[config.mk]
export PLATFORM = sky130hd
export DESIGN_NAME = mem_request_arbiter
export DESIGN_NICKNAME = d
export VERILOG_FILES = /design/src/rtl/mem_pkg.sv /design/src/rtl/mem_timeout_ctr.sv /design/src/rtl/mem_request_arbiter.sv
export SDC_FILE = /design/constraint.sdc
export NUM_CORES = 1
export LEC_CHECK = 0
export ABC_AREA = 1
export CORE_MARGIN = 2
export CORE_UTILIZATION = 47
export CTS_BUF_LIST = sky130_fd_sc_hd__clkbuf_8
export DETAILED_ROUTE_END_ITERATION = 10
export PLACE_DENSITY_LB_ADDON = 0.1
export SLEW_MARGIN = 30
export SYNTH_ARGS = -nofsm -noshare
export SYNTH_HDL_FRONTEND = slang
export SYNTH_SLANG_ARGS = --single-unit
[constraint.sdc]
create_clock -name clk -period 8.15 [get_ports clk]
set_clock_uncertainty 0.05 [all_clocks]
set_input_delay 1.2225 -clock clk [delete_from_list [all_inputs] [get_ports clk]]
set_output_delay 1.2225 -clock clk [all_outputs]
set_load 0.05 [all_outputs]
[src/rtl/mem_pkg.sv]
// Shared types and defaults for the instruction/data memory request arbiter.
package mem_pkg;

    localparam int ADDR_W_DEF = 32;
    localparam int DATA_W_DEF = 32;

    typedef enum logic [1:0] {IDLE, ACCESS, RESP} arb_state_t;
    typedef enum logic {INSTR, DATA} owner_t;

    // Round-robin pick: a tie goes to whichever side did not win last time.
    function automatic owner_t pick_owner(input logic i_pend, input logic d_pend, input owner_t last);
        owner_t winner;
        if (i_pend && d_pend) begin
            winner = (last == INSTR) ? DATA : INSTR;
        end else if (d_pend) begin
            winner = DATA;
        end else begin
            winner = INSTR;
        end
        return winner;
    endfunction

endpackage

[src/rtl/mem_timeout_ctr.sv]
// Counts cycles spent waiting on the RAM.
// Clearing loads 1 so the first waiting cycle already reads as cycle 1.
// The count saturates once it reaches the limit.
module mem_timeout_ctr #(
    parameter int TIMEOUT = 255
) (
    input  logic clk,
    input  logic rst,
    input  logic clear,
    input  logic enable,
    output logic expired
);

    localparam int CNT_W = $clog2(TIMEOUT + 1);

    logic [CNT_W-1:0] count_q;
    logic [CNT_W-1:0] count_d;

    assign expired = (count_q == CNT_W'(TIMEOUT));

    // Next count: clear wins, otherwise step until the limit is reached.
    always_comb begin
        count_d = count_q;
        if (clear) begin
            count_d = CNT_W'(1);
        end else if (enable && !expired) begin
            count_d = count_q + CNT_W'(1);
        end
    end

    // Count register.
    always_ff @(posedge clk or posedge rst) begin
        if (rst) begin
            count_q <= '0;
        end else begin
            count_q <= count_d;
        end
    end

endmodule

[src/rtl/mem_request_arbiter.sv]
// Shares one single-port RAM between instruction fetch and load/store.
// One access at a time; each completion gives a one-cycle ready pulse with registered load data.
module mem_request_arbiter
    import mem_pkg::*;
#(
    parameter int ADDR_W  = ADDR_W_DEF,
    parameter int DATA_W  = DATA_W_DEF,
    parameter int TIMEOUT = 255
) (
    input  logic              clk,
    input  logic              rst,
    input  logic              imem_ren,
    input  logic [ADDR_W-1:0] imem_addr,
    output logic [DATA_W-1:0] imem_load,
    output logic              i_ready,
    input  logic              dmem_ren,
    input  logic              dmem_wen,
    input  logic [ADDR_W-1:0] dmem_addr,
    input  logic [DATA_W-1:0] dmem_store,
    output logic [DATA_W-1:0] dmem_load,
    output logic              d_ready,
    output logic              bus_err,
    output logic [ADDR_W-1:0] ram_addr,
    output logic [DATA_W-1:0] ram_store,
    output logic              ram_ren,
    output logic              ram_wen,
    input  logic [DATA_W-1:0] ram_load,
    input  logic              ram_busy
);

    arb_state_t        state_q, state_d;
    owner_t            last_grant_q, last_grant_d;
    owner_t            req_owner_q, req_owner_d;
    logic              req_write_q, req_write_d;
    logic [ADDR_W-1:0] req_addr_q, req_addr_d;
    logic [DATA_W-1:0] req_store_q, req_store_d;
    logic              ram_ren_q, ram_ren_d;
    logic              ram_wen_q, ram_wen_d;
    logic              i_ready_q, i_ready_d;
    logic              d_ready_q, d_ready_d;
    logic              bus_err_q, bus_err_d;
    logic [DATA_W-1:0] imem_load_q, imem_load_d;
    logic [DATA_W-1:0] dmem_load_q, dmem_load_d;

    logic   d_pend;
    logic   expired;
    logic   finish;
    owner_t grant_owner;

    assign d_pend = dmem_ren | dmem_wen;

    mem_timeout_ctr #(
        .TIMEOUT(TIMEOUT)
    ) u_timeout (
        .clk    (clk),
        .rst    (rst),
        .clear  (state_q != ACCESS),
        .enable (state_q == ACCESS),
        .expired(expired)
    );

    assign ram_addr  = req_addr_q;
    assign ram_store = req_store_q;
    assign ram_ren   = ram_ren_q;
    assign ram_wen   = ram_wen_q;
    assign i_ready   = i_ready_q;
    assign d_ready   = d_ready_q;
    assign bus_err   = bus_err_q;
    assign imem_load = imem_load_q;
    assign dmem_load = dmem_load_q;

    // Arbitration, request latching and access sequencing; all outputs are computed one cycle ahead.
    always_comb begin
        state_d      = state_q;
        last_grant_d = last_grant_q;
        req_owner_d  = req_owner_q;
        req_write_d  = req_write_q;
        req_addr_d   = req_addr_q;
        req_store_d  = req_store_q;
        ram_ren_d    = ram_ren_q;
        ram_wen_d    = ram_wen_q;
        i_ready_d    = 1'b0;
        d_ready_d    = 1'b0;
        bus_err_d    = 1'b0;
        imem_load_d  = imem_load_q;
        dmem_load_d  = dmem_load_q;
        finish       = 1'b0;
        grant_owner  = pick_owner(imem_ren, d_pend, last_grant_q);

        case (state_q)
            IDLE: begin
                ram_ren_d = 1'b0;
                ram_wen_d = 1'b0;
                if (imem_ren || d_pend) begin
                    req_owner_d  = grant_owner;
                    last_grant_d = grant_owner;
                    if (grant_owner == DATA) begin
                        req_addr_d  = dmem_addr;
                        req_store_d = dmem_store;
                        req_write_d = dmem_wen;
                    end else begin
                        req_addr_d  = imem_addr;
                        req_store_d = '0;
                        req_write_d = 1'b0;
                    end
                    ram_wen_d = req_write_d;
                    ram_ren_d = !req_write_d;
                    state_d   = ACCESS;
                end
            end
            ACCESS: begin
                if (!ram_busy) begin
                    if (!req_write_q) begin
                        if (req_owner_q == DATA) begin
                            dmem_load_d = ram_load;
                        end else begin
                            imem_load_d = ram_load;
                        end
                    end
                    finish = 1'b1;
                end else if (expired) begin
                    bus_err_d = 1'b1;
                    finish    = 1'b1;
                end
                if (finish) begin
                    ram_ren_d = 1'b0;
                    ram_wen_d = 1'b0;
                    i_ready_d = (req_owner_q == INSTR);
                    d_ready_d = (req_owner_q == DATA);
                    state_d   = RESP;
                end
            end
            RESP: begin
                ram_ren_d = 1'b0;
                ram_wen_d = 1'b0;
                state_d   = IDLE;
            end
            default: begin
                ram_ren_d = 1'b0;
                ram_wen_d = 1'b0;
                state_d   = IDLE;
            end
        endcase
    end

    // State, request and output registers; reset clears everything immediately.
    always_ff @(posedge clk or posedge rst) begin
        if (rst) begin
            state_q      <= IDLE;
            last_grant_q <= INSTR;
            req_owner_q  <= INSTR;
            req_write_q  <= 1'b0;
            req_addr_q   <= '0;
            req_store_q  <= '0;
            ram_ren_q    <= 1'b0;
            ram_wen_q    <= 1'b0;
            i_ready_q    <= 1'b0;
            d_ready_q    <= 1'b0;
            bus_err_q    <= 1'b0;
            imem_load_q  <= '0;
            dmem_load_q  <= '0;
        end else begin
            state_q      <= state_d;
            last_grant_q <= last_grant_d;
            req_owner_q  <= req_owner_d;
            req_write_q  <= req_write_d;
            req_addr_q   <= req_addr_d;
            req_store_q  <= req_store_d;
            ram_ren_q    <= ram_ren_d;
            ram_wen_q    <= ram_wen_d;
            i_ready_q    <= i_ready_d;
            d_ready_q    <= d_ready_d;
            bus_err_q    <= bus_err_d;
            imem_load_q  <= imem_load_d;
            dmem_load_q  <= dmem_load_d;
        end
    end

endmodule

==> results.toml <==
[timing]
fin_ws_ps = 5140
drv_slew = 0
hold_viol_final = 0
worst_pin_slew_ps = 926
clock.fmax_ghz = 0.332
fin_crit_ps = 3010
finalSetupViolCount = 0
grt_setup_unrepaired = "false"
fin_setup_tns_ps = 0
period_share_pct = 37.0
maxSlewHeadroom_pct = 38.0

[critical_path]
crit_path_max_fanout = 70
crit_family = "buffers and inverters"
critPathArrivalTime_ps = 3290
cp-start-kind = "primary input"
max_stage_delay_ps = 550
end_kind = "flop"
critPathRequiredTime_ps = 8430
cp_num_buf_inv = 2
path_class = "primary input to flop"
crit_chain = "clkdlybuf4s50_1 -> nor2_4 -> nand2_2 -> nand2_4 -> inv_2 -> o21ai_0 -> nand2_1"
slowest_stage = "nand2_4"

[logic_synthesis]
synth_area_leaders = "dfrtp_1, nand2_1, o21ai_0"
yosysMostFrequentCell = "nand2_1"
synth_edf_count = 0
ys_warn_count = 0
synth-seq-area-share_pct = 59.7
synth_fp_nets = 848
yosysTopAreaCellShare_pct = 59.7
ys.flop_type = "dfrtp_1"
synth_commonest_cells = "nand2_1, dfrtp_1, o21ai_0"
syn_area_um2 = 6080
synth_top_area_cell = "dfrtp_1"
synth_cells = 713
synth-seq-cells = 145
synth.distinct_cells = 25
postSynthAreaPerCell_um2 = 8.53
synth-async-reset-ratio_pct = 100

[global_routing]
grt.overflow.total = 0
grt_use_total_pct = 24.7
grt_max_degree = 78
grt_pass1_wl_um = 27300
grt_pass1_vias = 5564
antenna_found_initial = 0

[clock_network]
cts_htree_levels = 4
cts-root-buf = "clkbuf_8"
postCtsSetupBuffers = 0
cts_buffer_depth = 2
cts_tree = "done"
clk_pin_slew_ps = 70
clock_latency_ps = 440
ctsResizeCount = 0
clock_sinks = 145
cts-hold-fix-buffers = 0
cts_buffers = 17

[drt]
via_per_inst = 4.76
dr_total_vias = 5482
ant_nets = 0
wirelength_um = 16600
drc_errors = 0
wire_per_inst_um = 14.4
drt_iter0_markers = 312
first_pass_iters = 5

[finish]
final_area_um2 = 9240
drive_gt1_share_pct = 5.31
insertedDiodeCount = 0
post-route-util_pct = 73.2
fillerInstances = 973
layout.nets = 1102
area_delta_synth_final_pct = 51.9

[floorplanning]
die_width_um = 118
dieArea_um2 = 13900
ios = 267
initial_core_util_pct = 48.2
fp-row-count = 41
design.core.area_um2 = 12600
fp.dieH_um = 118

[outcome]
outcome = "finished clean"

[power]
power_density_nw_per_um2 = 463
peakVddDrop_mv = 0.261
p_leak_uw = 0.00458

[place]
pre_cts_slack_ps = 4650
portBuffers = 266
place_area_um2 = 8770
hpwl_um = 12100
place_congestion = 0.820

[worst_hold_path]
hold_path_class = "flop to flop"

[job]
cap_violations = 0
cell usage in the layout, fill, tap and decap left out:
| cell | netlist | routed |
|---|---|---|
| a31oi_1 | 2 | 2 |
| buf_6 | 8 | 1 |
| bufinv_16 | 0 | 5 |
| clkbuf_8 | 0 | 20 |
| clkdlybuf4s50_1 | 0 | 266 |
| clkinv_2 | 0 | 2 |
| clkinvlp_4 | 0 | 1 |
| dfrtp_1 | 145 | 145 |
| ha_1 | 1 | 1 |
| inv_1 | 47 | 49 |
| inv_2 | 1 | 1 |
| inv_6 | 0 | 2 |
| nand2_1 | 368 | 368 |
| nand2_2 | 11 | 11 |
| nand2_4 | 1 | 1 |
| nand3_1 | 9 | 9 |
| nand3_4 | 0 | 2 |
| nand4_1 | 2 | 2 |
| nor2_1 | 14 | 14 |
| nor2_2 | 1 | 1 |
| nor2_4 | 3 | 3 |
| nor2_8 | 1 | 1 |
| nor2b_1 | 1 | 1 |
| o21ai_0 | 49 | 49 |
| o21ai_1 | 22 | 22 |
| o21ai_4 | 1 | 1 |
stage by stage:
step,hold WS [ps],total power (µW),instances
after floorplan,413,2820,713
after global placement,412,3590,1120
after detailed placement,414,3650,1120
after CTS,435,4310,1152
after global routing,449,4490,1152
final,432,4270,1152
cell families (layout without fill, tap and decap cells):
family	Yosys count	count (layout)	share of synthesized area (%)
buffers and inverters	80	347	6.54
DFF	145	145	59.7
AOI/OAI and AO/OA	74	74	6.32
and+or+nand+nor	413	413	27.3
adders and majority gates	1	1	0.206
registers in the layout, indices dropped and copies added, names as in the netlist:
signal             flops
d_ready                1
state_q                2
imem_load             32
ram_addr              32
ram_wen                1
i_ready                1
bus_err                1
dmem_load             32
ram_ren                1
req_write_q            1
u_timeout.count_q      8
req_owner_q            1
ram_store             32
report_power, final:
part,switching (µW),internal [µW]
Clock,259,386
Combinational,1650,737
Sequential,198,1040
worst min-delay path, stage by stage (launching register included):
cell and delay, ps:
dfrtp_1 350, nand2_1 50, nand2_1 50
layer usage:
| metal | part of all wire (%) | vias up | track usage, % |
|---|---|---|---|
| met5 | 0 | - | 0 |
| met3 | 7.0 | 27 | 7.75 |
| met2 | 51 | 199 | 42.3 |
| met1 | 40 | 2573 | 28.8 |
| li1 | - | 2683 | - |
| met4 | 2.2 | 0 | 10.2 |
final cells by class:
type,count,area [µm²],area share [%]
clock buffer,20,275,2.98
clock inverter,12,188,2.03
inverter,48,185,2.01
multi-input combinational,488,2070,22.4
sequential,145,3630,39.3
tap,172,215,2.33
timing repair buffer,267,2670,29.0
final timing paths:
check	cells past startpoint	slack (ps)	endpoint	from
min in group asynchronous	2	1200	dmem_load[3]	rst
max in group asynchronous	3	5770	ram_store[2]	rst
hold / removal	2	430	ram_store[20]	ram_store[20]
setup / recovery	7	5140	ram_ren	dmem_wen
hold reg to reg	2	430	ram_store[20]	ram_store[20]
setup reg to reg	5	6020	ram_ren	state_q[1]
Power figures use the tool's default switching activity.
